==> src/rtl/branch_sequencer_if.sv <==
// branch_sequencer_if: fetch, datapath and jump_unit signals of the sequencer
interface branch_sequencer_if;
  logic        imem_req;
  logic [31:0] imem_addr;
  logic        imem_ack;
  logic [31:0] imem_data;
  logic        ex_valid;
  logic [31:0] ex_instr;
  logic        ex_done;
  logic        flags_we;
  logic [3:0]  flags_in;
  logic        jmp_ena;
  logic [3:0]  jmp_func;
  logic [21:0] jmp_addr;
  logic [3:0]  jmp_flags;
  logic [31:0] jmp_pc;
  logic [31:0] jmp_ra;
  logic [31:0] pc_new;
  logic [31:0] ra_new;
  logic [31:0] pc;
  logic        halted;
  modport master (
    output imem_req, imem_addr, ex_valid, ex_instr, jmp_ena, jmp_func, jmp_addr,
           jmp_flags, jmp_pc, jmp_ra, pc, halted,
    input  imem_ack, imem_data, ex_done, flags_we, flags_in, pc_new, ra_new
  );
  modport slave (
    input  imem_req, imem_addr, ex_valid, ex_instr, jmp_ena, jmp_func, jmp_addr,
           jmp_flags, jmp_pc, jmp_ra, pc, halted,
    output imem_ack, imem_data, ex_done, flags_we, flags_in, pc_new, ra_new
  );
endinterface

==> src/rtl/branch_sequencer.sv <==
// branch_sequencer: fetch/decode/execute loop owning pc, ra and flags around jump_unit
module branch_sequencer #(
  parameter logic [31:0] RESET_PC    = 32'd0,
  parameter logic [5:0]  BR_OPCODE   = 6'b111000,
  parameter logic [5:0]  HALT_OPCODE = 6'b111111
) (
  input logic clk,
  input logic rst_n,
  branch_sequencer_if.master bus
);
  typedef enum logic [2:0] {S_IDLE, S_FETCH, S_DECODE, S_EXEC, S_JUMP, S_HALT} state_t;
  state_t      r_state;
  state_t      w_next;
  logic [31:0] r_pc;
  logic [31:0] r_ra;
  logic [31:0] r_ir;
  logic [3:0]  r_flags;
  logic [5:0]  w_opcode;
  logic [3:0]  w_func;
  logic        w_is_br;
  logic        w_is_halt;
  logic        w_jump_ok;
  assign w_opcode  = r_ir[31:26];
  assign w_func    = r_ir[25:22];
  assign w_is_br   = w_opcode == BR_OPCODE;
  assign w_is_halt = w_opcode == HALT_OPCODE;
  assign w_jump_ok = w_func <= 4'd10;
  // state register; reset drops any in-flight handshake immediately
  always_ff @(posedge clk or negedge rst_n)
    if (!rst_n) r_state <= S_IDLE;
    else        r_state <= w_next;
  // next-state decode
  always_comb begin
    w_next = r_state;
    case (r_state)
      S_IDLE:   w_next = S_FETCH;
      S_FETCH:  w_next = bus.imem_ack ? S_DECODE : S_FETCH;
      S_DECODE: w_next = w_is_halt ? S_HALT :
                         w_is_br   ? (w_jump_ok ? S_JUMP : S_FETCH) : S_EXEC;
      S_EXEC:   w_next = bus.ex_done ? S_FETCH : S_EXEC;
      S_JUMP:   w_next = S_FETCH;
      S_HALT:   w_next = S_HALT;
      default:  w_next = S_IDLE;
    endcase
  end
  // control outputs are pure functions of the state
  always_comb begin
    bus.imem_req = r_state == S_FETCH;
    bus.ex_valid = r_state == S_EXEC;
    bus.jmp_ena  = r_state == S_JUMP;
    bus.halted   = r_state == S_HALT;
  end
  // architectural registers: IR capture, pc advance/redirect, ra on CALL, flags on ALU completion
  always_ff @(posedge clk or negedge rst_n)
    if (!rst_n) begin
      r_pc    <= RESET_PC;
      r_ra    <= 32'd0;
      r_ir    <= 32'd0;
      r_flags <= 4'd0;
    end else begin
      if (r_state == S_FETCH && bus.imem_ack) r_ir <= bus.imem_data;
      if (r_state == S_DECODE && !w_is_halt && w_is_br && !w_jump_ok) r_pc <= r_pc + 32'd1;
      if (r_state == S_EXEC && bus.ex_done) begin
        r_pc <= r_pc + 32'd1;
        if (bus.flags_we) r_flags <= bus.flags_in;
      end
      if (r_state == S_JUMP) begin
        r_pc <= bus.pc_new;
        if (w_func == 4'd0) r_ra <= bus.ra_new;
      end
    end
  assign bus.imem_addr = r_pc;
  assign bus.ex_instr  = r_ir;
  assign bus.jmp_func  = w_func;
  assign bus.jmp_addr  = r_ir[21:0];
  assign bus.jmp_flags = r_flags;
  assign bus.jmp_pc    = r_pc;
  assign bus.jmp_ra    = r_ra;
  assign bus.pc        = r_pc;
endmodule

==> src/flat_wrapper.sv <==
// flat-port wrapper written by rule: the top's interface ports become plain ports
module branch_sequencer_flat 
#(
  parameter logic [31:0] RESET_PC    = 32'd0,
  parameter logic [5:0]  BR_OPCODE   = 6'b111000,
  parameter logic [5:0]  HALT_OPCODE = 6'b111111
)
  (clk, rst_n, bus_imem_req, bus_imem_addr, bus_ex_valid, bus_ex_instr, bus_jmp_ena, bus_jmp_func, bus_jmp_addr, bus_jmp_flags, bus_jmp_pc, bus_jmp_ra, bus_pc, bus_halted, bus_imem_ack, bus_imem_data, bus_ex_done, bus_flags_we, bus_flags_in, bus_pc_new, bus_ra_new);
  branch_sequencer_if bus_i ();
  input logic clk;
  input logic rst_n;
  output wire logic [$bits(bus_i.imem_req)-1:0] bus_imem_req;
  output wire logic [$bits(bus_i.imem_addr)-1:0] bus_imem_addr;
  output wire logic [$bits(bus_i.ex_valid)-1:0] bus_ex_valid;
  output wire logic [$bits(bus_i.ex_instr)-1:0] bus_ex_instr;
  output wire logic [$bits(bus_i.jmp_ena)-1:0] bus_jmp_ena;
  output wire logic [$bits(bus_i.jmp_func)-1:0] bus_jmp_func;
  output wire logic [$bits(bus_i.jmp_addr)-1:0] bus_jmp_addr;
  output wire logic [$bits(bus_i.jmp_flags)-1:0] bus_jmp_flags;
  output wire logic [$bits(bus_i.jmp_pc)-1:0] bus_jmp_pc;
  output wire logic [$bits(bus_i.jmp_ra)-1:0] bus_jmp_ra;
  output wire logic [$bits(bus_i.pc)-1:0] bus_pc;
  output wire logic [$bits(bus_i.halted)-1:0] bus_halted;
  input wire logic [$bits(bus_i.imem_ack)-1:0] bus_imem_ack;
  input wire logic [$bits(bus_i.imem_data)-1:0] bus_imem_data;
  input wire logic [$bits(bus_i.ex_done)-1:0] bus_ex_done;
  input wire logic [$bits(bus_i.flags_we)-1:0] bus_flags_we;
  input wire logic [$bits(bus_i.flags_in)-1:0] bus_flags_in;
  input wire logic [$bits(bus_i.pc_new)-1:0] bus_pc_new;
  input wire logic [$bits(bus_i.ra_new)-1:0] bus_ra_new;
  assign bus_imem_req = bus_i.imem_req;
  assign bus_imem_addr = bus_i.imem_addr;
  assign bus_ex_valid = bus_i.ex_valid;
  assign bus_ex_instr = bus_i.ex_instr;
  assign bus_jmp_ena = bus_i.jmp_ena;
  assign bus_jmp_func = bus_i.jmp_func;
  assign bus_jmp_addr = bus_i.jmp_addr;
  assign bus_jmp_flags = bus_i.jmp_flags;
  assign bus_jmp_pc = bus_i.jmp_pc;
  assign bus_jmp_ra = bus_i.jmp_ra;
  assign bus_pc = bus_i.pc;
  assign bus_halted = bus_i.halted;
  assign bus_i.imem_ack = bus_imem_ack;
  assign bus_i.imem_data = bus_imem_data;
  assign bus_i.ex_done = bus_ex_done;
  assign bus_i.flags_we = bus_flags_we;
  assign bus_i.flags_in = bus_flags_in;
  assign bus_i.pc_new = bus_pc_new;
  assign bus_i.ra_new = bus_ra_new;
  branch_sequencer #(.RESET_PC(RESET_PC), .BR_OPCODE(BR_OPCODE), .HALT_OPCODE(HALT_OPCODE)) u_core (.clk(clk), .rst_n(rst_n), .bus(bus_i));
endmodule
==> config.mk <==
export PLATFORM = sky130hd
export DESIGN_NAME = branch_sequencer_flat
export DESIGN_NICKNAME = d
export VERILOG_FILES = /design/src/rtl/branch_sequencer_if.sv /design/src/rtl/branch_sequencer.sv /design/src/flat_wrapper.sv
export SDC_FILE = /design/constraint.sdc
export NUM_CORES = 1
export LEC_CHECK = 0
export ABC_AREA = 0
export CORE_AREA = 2 2 117 119
export DETAILED_ROUTE_END_ITERATION = 12
export DIE_AREA = 0 0 119 121
export PLACE_DENSITY = 0.94
export SETUP_SLACK_MARGIN = 0.02
export SYNTH_ARGS = -nofsm -noshare
export SYNTH_HDL_FRONTEND = slang
export SYNTH_SLANG_ARGS = --single-unit
export TNS_END_PERCENT = 30
==> constraint.sdc <==
create_clock -name clk -period 5.5 [get_ports clk]
set_input_delay 0.55 -clock clk [delete_from_list [all_inputs] [get_ports clk]]
set_output_delay 0.55 -clock clk [all_outputs]
set_load 0.005 [all_outputs]
== Word level (Yosys, flattened, before mapping) ==
Cells that the tools add are included.

* Reductions and logical operators: 13
* Add/sub/neg operators: 1
* Magnitude comparators: 1
* Equality and inequality tests: 7
* Muxes and demuxes: 9

{| class="wikitable"
|+ Operators with widths
! kind !! number
|-
| $mux 32 || 3
|-
| $add 32x1->32 const B || 1
|-
| $pmux 3 s5 || 1
|-
| $eq 6x6->1 const B || 2
|-
| $mux 3 || 3
|-
| $eq 3x2->1 const B || 2
|-
| $eq 3x3->1 const B || 2
|-
| $logic_and 1x1->1 || 5
|-
| $le 4x4->1 const B || 1
|-
| $logic_not 4->1 || 1
|-
| $mux 2 || 2
|-
| $reduce_and 2->1 || 2
|-
| $eq 3x1->1 const B || 1
|-
| $logic_not 3->1 || 1
|-
| $reduce_bool 3->1 || 1
|-
| $logic_not 1->1 || 2
|-
| $reduce_or 2->1 || 1
|}

* Output and inout bits: 194
* Flip-flop bits (word level): 103
* Input port bits: 105
* Word-level logic and storage cells: 36

== Longest topological paths before layout ==
Gate-level depths: netlist of run 1.

* Word-level depth: 8
* Gate-level depth with buffers: 7
* Mapped depth without buffers: 6

== Worst setup path before layout of run 1 ==
Ideal clock, no wire load.

* Path type: register -> register
* From: register u_core.r_ir[27], in the netlist u_core.bus.ex_instr[27]
* To: register u_core.r_pc[31], in the netlist u_core.bus.imem_addr[31]
* Setup time: 0.126 ns
* Clock period less this slack: 2.077 ns
* Buffers on the path: 1
* Arrival: 1.951 ns
* Cell stages (with the launch flop): 7
* Data required time: 5.374 ns
* Slack: 3.423 ns
* Cells stage by stage: dfrtp_1 > or3_1 > o41a_1 > buf_6 > nor4b_1 > nand4_1 > mux2i_1

* Longest elaborated chain between the ends: 6
* Elaborated cells on any way between the ends: 7
* Those cells by class: eq/ne: 2; reduce/logical: 5

{| class="wikitable"
|+ Ends and longest elaborated chain
! item !! line !! source
|-
| from (decl) || branch_sequencer.sv:16 || <nowiki>logic [31:0] r_ir;</nowiki>
|-
| from (signal assigned) || branch_sequencer.sv:61 || <nowiki>if (r_state == S_FETCH && bus.imem_ack) r_ir <= bus.imem_data;</nowiki>
|-
| $eq 6x6->1 || branch_sequencer.sv:26 || <nowiki>assign w_is_halt = w_opcode == HALT_OPCODE;</nowiki>
|-
| $logic_not 1->1 || branch_sequencer.sv:62 || <nowiki>if (r_state == S_DECODE && !w_is_halt && w_is_br && !w_jump_ok) r_pc <= r_pc + 32'd1;</nowiki>
|-
| $logic_and 1x1->1 || branch_sequencer.sv:62 ||
|-
| $logic_and 1x1->1 * (2 in a row) || branch_sequencer.sv:62 ||
|-
| $reduce_bool 3->1 (no line) * || -- ||
|-
| to (signal assigned) || branch_sequencer.sv:62 ||
|-
| to (signal assigned) || branch_sequencer.sv:64 || <nowiki>r_pc <= r_pc + 32'd1;</nowiki>
|-
| to (signal assigned) || branch_sequencer.sv:68 || <nowiki>r_pc <= bus.pc_new;</nowiki>
|-
| to (decl) || branch_sequencer.sv:14 || <nowiki>logic [31:0] r_pc;</nowiki>
|}

Mark *: on every way between the ends. The rest lies on a longest branch, timed or not.
A chain may end at the register's enable or synchronous reset.

== Worst setup path after layout of run 1 ==
* From: register u_core.r_state[2]
* To: output port bus_ex_valid

* Longest elaborated chain between the ends: 1

{| class="wikitable"
|+ Ends and longest elaborated chain
! item !! line !! source
|-
| from (decl) || branch_sequencer.sv:12 || <nowiki>state_t r_state;</nowiki>
|-
| from (signal assigned) || branch_sequencer.sv:31 || <nowiki>else r_state <= w_next;</nowiki>
|-
| $eq 3x2->1 || branch_sequencer.sv:49 || <nowiki>bus.ex_valid = r_state == S_EXEC;</nowiki>
|-
| to (decl) || flat_wrapper.sv:14 || <nowiki>output wire logic [$bits(bus_i.ex_valid)-1:0] bus_ex_valid;</nowiki>
|}

No other way between the ends.

==> results.toml, run 1 <==
[run_status]
run_status = "finished, final reports clean"

[detailed_routing]
drt_iter0_drc = 239
via_per_inst = 5.03
drc = 0
dr.pass1.iters = 4
num_vias = 4365
wl_um = 15700
wl_per_cell_um = 18.1
detail-route-antenna-nets = 0

[floorplan]
io_pins = 299
rows = 42
start_util_pct = 41.5
die_height_um = 121
dieArea_sq_um = 14400
design.core.area_sq_um = 13100
die_w_um = 119

[cts]
hold_buffers = 0
cts_resized = 0
root_buffer = "clkbuf_16"
cts.sinks = 103
clk_pin_slew_worst_paths_ns = 0.07
cts_buffers = 9
clockBufferDepth = 2
htreeDepth = 3
postCtsSetupBuffers = 0
clk_latency_ns = 0.35
cts_tree = "yes"

[sta]
relSlewSlack_pct = 20.5
slew_viol_final = 0
max_clock_freq_mhz = 332
finalCritPeriodShare_pct = 54.7
rsz0062_at_grt = "no"
hold_viol = 0
worstMarginPinSlew_ns = 1.19
clock-skew-final_ns = 0.00761
setup_tns_ns = 0
setup_viol = 0
final.setup.worst_slack_ns = 2.49
finalCriticalPeriod_ns = 3.01

[critical_path]
cp.required_ns = 4.95
cp_cell_sequence = "nand2b_1 > nor2_1 > clkdlybuf4s50_1"
crit_fanout = 24
endpoint_kind = "primary output"
cpLargestDelayFamily = "simple AND/OR/NAND/NOR gates"
worst-r2r-cell-count = 7
worstPathArrival_ns = 2.46
critPathBufInv = 1
start_kind = "flip-flop"
worstSetupPathType = "reg -> out"
max_stage_delay_ns = 0.71
cpMaxStageDelayCell = "nand2b_1"
cp.depth = 3

[logic_synthesis]
synth.distinct_cells = 40
ys_ff_latch = 103
syn_nets = 593
avgSynthCellArea_sq_um = 11.1
synth-async-reset-ratio_pct = 100
yosys.area_share.xor_xnor_pct = 4.20
synth-simple-area-share_pct = 14.2
synthMuxAreaShare_pct = 14.7
yosys_warnings = 0
synth_compound_area_share_pct = 4.33
syn-cell-area_sq_um = 5430
synth_cells = 487
synth_fa_ha_area_share_pct = 0.231
synth_edf_count = 0
synth_top_flop_cell = "dfrtp_1"
seq_area_frac_synth_pct = 47.5
synth_top_family_by_area = "buffers and inverters"

[placed_design]
dp_hpwl_um = 12000
port_buffers = 298
routabilityCongestion = 0.833
place_worst_setup_slack_ns = 2.88

[power]
power.leakage_nw = 3.16
p_total_mw = 3.59
ir_drop_mv = 0.305
power_density_nw_per_um2 = 438

[grt]
antenna_found_initial = 0
grt_max_degree = 63
grt_pass1_vias = 4462
grt.overflow.total = 0
track_usage_pct = 21.7
grt_pass1_wl_um = 24100

[min_path]
min_path_type = "in -> async"

[cells_and_area]
area.growth.synth_to_final_pct = 51.0
drive_gt1_share_pct = 15.0
nNetsFinal = 793
antenna_cells = 0

[job]
cap_viol_max_count = 0
==> worst paths after layout <==
check | from | to | slack [ns]
setup / recovery | u_core.r_state[2] | bus_ex_valid | 2.49
hold / removal | rst_n | u_core.bus.imem_addr[1] | 0.18
setup reg to reg | u_core.r_state[0] | u_core.bus.jmp_ra[27] | 3.09
hold reg to reg | u_core.bus.jmp_ra[16] | u_core.bus.jmp_ra[16] | 0.51
max in group asynchronous | rst_n | u_core.bus.jmp_ra[23] | 4.14
min in group clk | u_core.bus.jmp_ra[16] | u_core.bus.jmp_ra[16] | 0.51
==> per-stage QoR <==
step,hold WS (ns),util (%),instances,instance area (sq um)
6_report,0.180,62.6,868,8190
5_1_grt,0.220,62.6,868,8190
4_1_cts,0.193,62.6,868,8190
3_5_place_dp,0.492,60.2,852,7870
3_3_place_gp,0.487,60.2,852,7870
2_1_floorplan,0.254,-,487,5430
==> synthesized netlist by cell type, types with 4 or more instances <==
master / instances / share of area, %
o21ai_0: 5 / 0.46
xnor2_1: 26 / 4.2
a21oi_1: 10 / 0.92
o21ai_1: 16 / 1.5
mux2_2: 68 / 14
nand3_1: 10 / 0.92
buf_4: 90 / 12
nor4_2: 5 / 1.2
a211oi_1: 4 / 0.55
inv_1: 4 / 0.28
clkbuf_1: 15 / 1.0
nor3_1: 10 / 0.92
nand4_1: 8 / 0.92
and4_1: 6 / 0.97
nor2_1: 16 / 1.1
and3_1: 8 / 0.92
nand2b_1: 4 / 0.46
dfrtp_1: 103 / 47
nor4_1: 8 / 0.92
nand2_1: 35 / 2.4
==> cell type report <==
cell class / instances / area, sq um
sequential: 103 / 2580
fill: 973 / 4890
clock buffer: 10 / 229
tap: 176 / 220
inverter: 4 / 15.0
clock inverter: 6 / 92.6
multi-input combinational: 266 / 2040
timing repair buffer: 303 / 3020
==> where the power goes <==
part | total [mW] | leakage [nW] | internal [mW] | switching (mW)
clock | 0.693 | 0.155 | 0.403 | 0.290
sequential | 1.28 | 1.19 | 0.983 | 0.293
combinational | 1.62 | 1.81 | 1.08 | 0.538
==> cells in the final DEF (no fill, tap or decap), drive strengths merged, types with 3 or more instances in the layout <==
| master | count |
|---|---|
| nor2 | 16 |
| clkbuf | 10 |
| and4 | 6 |
| nor3 | 11 |
| mux2 | 68 |
| nor4 | 15 |
| nand2b | 4 |
| nor3b | 4 |
| nand3 | 10 |
| nand2 | 35 |
| buf | 6 |
| and3 | 8 |
| nor4b | 5 |
| nand4 | 8 |
| dfrtp | 103 |
| clkdlybuf4s50 | 297 |
| xnor2 | 26 |
| a21oi | 10 |
| mux2i | 3 |
| a211oi | 4 |
| o21ai | 21 |
| inv | 6 |
==> routing by layer <==
layer | global-route usage [%] | share of wire, % | vias to the layer above
met5 | 0 | 0 | -
met3 | 7.24 | 9.3 | 27
met2 | 38.8 | 52 | 249
met1 | 23.3 | 36 | 2088
met4 | 9.75 | 2.8 | 0
li1 | - | - | 2001
==> logic make-up (layout without fill, tap and decap cells) <==
family,after synthesis,in the layout
simple gates,127,127
buf+inv,118,323
flops,103,103
mux,71,71
compound gates,41,41
xor+xnor,26,26
fa+ha+maj,1,1
==> sequential cells by signal, summed over array words and instances (netlist names) <==
register / flops
u_core.r_state: 3
u_core.bus.ex_instr: 32
u_core.bus.jmp_flags: 4
u_core.bus.jmp_ra: 32
u_core.bus.imem_addr: 32
Power figures use the tool's default switching activity.
==> run 2: changes to the inputs <==
CORE_AREA = 2 2 104 156   (was 2 2 117 119)
DIE_AREA = 0 0 106 158   (was 0 0 119 121)
PLACE_DENSITY = 0.86   (was 0.94)
clock period = 2.5 ns   (was 5.5 ns; I/O delays follow)
==> run 2 against run 1 <==
Compared with the run above:
- clock-buffer cell count unchanged
- utilization is 9.2 points lower
- combinational power rose by 120%
- worst setup slack worse by 2.2 ns
- critical endpoint is now u_core.bus.imem_addr[27]
==> results.toml, run 2 (synthesis gave the netlist of run 1 again) <==
[grt]
grt_pass1_vias = 4186
grt_max_degree = 46
grt.overflow.total = 0
grt_pass1_wl_um = 22800
antenna_found_initial = 0
track_usage_pct = 17.4

[critical_path]
ff2ff_setup_slack_ns = 0.24
worst-r2r-cell-count = 6
crit_fanout = 29
start_kind = "flip-flop"
worstPathArrival_ns = 2.50
worstSetupPathType = "reg -> reg"
endpoint_kind = "flip-flop"
cp.required_ns = 2.75

[sta]
rsz0062_at_grt = "no"
final.setup.worst_slack_ns = 0.245
hold_viol = 0
max_clock_freq_mhz = 443
slew_viol_final = 0
setup_viol = 0
hold_ws_ns = 0.440
worstMarginPinSlew_ns = 0.569
finalCritPeriodShare_pct = 90.2
relSlewSlack_pct = 62.0
setup_tns_ns = 0
finalCriticalPeriod_ns = 2.26
clock-skew-final_ns = 0.0129

[cells_and_area]
layout_commonest_cell = "clkdlybuf4s50_1"
area.growth.synth_to_final_pct = 52.5
most-common-layout-cells = "297 x clkdlybuf4s50_1, 103 x dfrtp_1, 68 x mux2_2"
antenna_cells = 0
drive_gt1_share_pct = 15.8
nNetsFinal = 799
instances_no_fill = 901
final_util_pct = 53.5
design_area_sq_um = 8280

[run_status]
run_status = "finished, final reports clean"

[power]
power_density_nw_per_um2 = 931
p_total_mw = 7.71
power.leakage_nw = 3.18
ir_drop_mv = 0.586

[detailed_routing]
wl_per_cell_um = 16.4
drt_iter0_drc = 89
drc = 0
via_per_inst = 4.79
num_vias = 4313
dr.pass1.iters = 4
detail-route-antenna-nets = 0
wl_um = 14800

[placed_design]
port_buffers = 298
place_inst = 884
dp_hpwl_um = 11400
place_worst_setup_slack_ns = 0.168
place_area_sq_um = 7970
routabilityCongestion = 0.841

[cts]
clk_pin_slew_worst_paths_ns = 0.08
htreeDepth = 3
cts_tree = "yes"
cts.sinks = 103
clk_latency_ns = 0.35
postCtsSetupBuffers = 0
root_buffer = "clkbuf_16"
clockBufferDepth = 2
cts_buffers = 9

[floorplan]
dieArea_sq_um = 16700
start_util_pct = 35.0
die_height_um = 158
rows = 56
io_pins = 299
design.core.area_sq_um = 15500
die_w_um = 106

[job]
cap_viol_max_count = 0

[min_path]
min_path_type = "in -> reg"
hold_depth = 3
==> run 2: cell count changes in the layout (fill, tap and decap cells not counted) <==
cell / before / now
buf_12: 0 / 2
buf_4: 6 / 9
bufinv_16: 2 / 0
clkinv_2: 1 / 0
clkinv_4: 0 / 2
clkinv_8: 0 / 1
clkinvlp_4: 1 / 0
dlygate4sd3_1: 0 / 1
inv_6: 1 / 2
nor4b_1: 3 / 2
nor4b_2: 2 / 3
==> run 2: final timing paths <==
check | startpoint | endpoint
worst max-delay path | u_core.bus.ex_instr[27] | u_core.bus.imem_addr[27]
worst min-delay path | bus_pc_new[11] | u_core.bus.imem_addr[11]
worst max register to register | u_core.bus.ex_instr[27] | u_core.bus.imem_addr[27]
worst min register to register | u_core.bus.jmp_ra[7] | u_core.bus.jmp_ra[7]
max in group asynchronous | rst_n | u_core.bus.ex_instr[22]
min in group asynchronous | rst_n | u_core.bus.imem_addr[5]
==> run 2: cell type report <==
class	instances	area (sq um)
sequential	103	2580
fill	1319	7210
clock inverter	6	62.6
clock buffer	10	229
tap	203	254
timing repair buffer	309	3090
multi-input combinational	266	2050
inverter	4	15.0
==> run 2: critical path, stage by stage, from the launching register on <==
cell	delay (ns)
dfrtp_1	0.40
or3_1	0.39
o41a_1	0.41
buf_4	0.26
nor4_4	0.34
a31oi_1	0.13
a211oi_1	0.23
==> run 2: power by group <==
group | internal (mW) | switching (mW) | leakage (nW)
Combinational | 2.40 | 1.13 | 1.85
Sequential | 2.16 | 0.625 | 1.19
Clock | 0.704 | 0.684 | 0.142
Total | 5.27 | 2.44 | 3.18
==> run 2: repair_timing <==
action,in CTS,in global routing
resized for setup,0,1
endpoints found under the hold margin,39,0
endpoints found under the setup margin,0,1
hold buffers,1,0
==> run 2: routing by layer <==
| metal | GRT usage [%] | share of wire [%] |
|---|---|---|
| met3 | 5.02 | 7.7 |
| met2 | 31.5 | 54 |
| met1 | 19.5 | 37 |
| met4 | 5.95 | 1.8 |
| met5 | 0 | 0 |
==> run 3: changes to the inputs <==
GPL_ROUTABILITY_DRIVEN = 0   (was default)
==> results of run 3 <==
Final layout, timing and power as in run 2 (identical DEF).
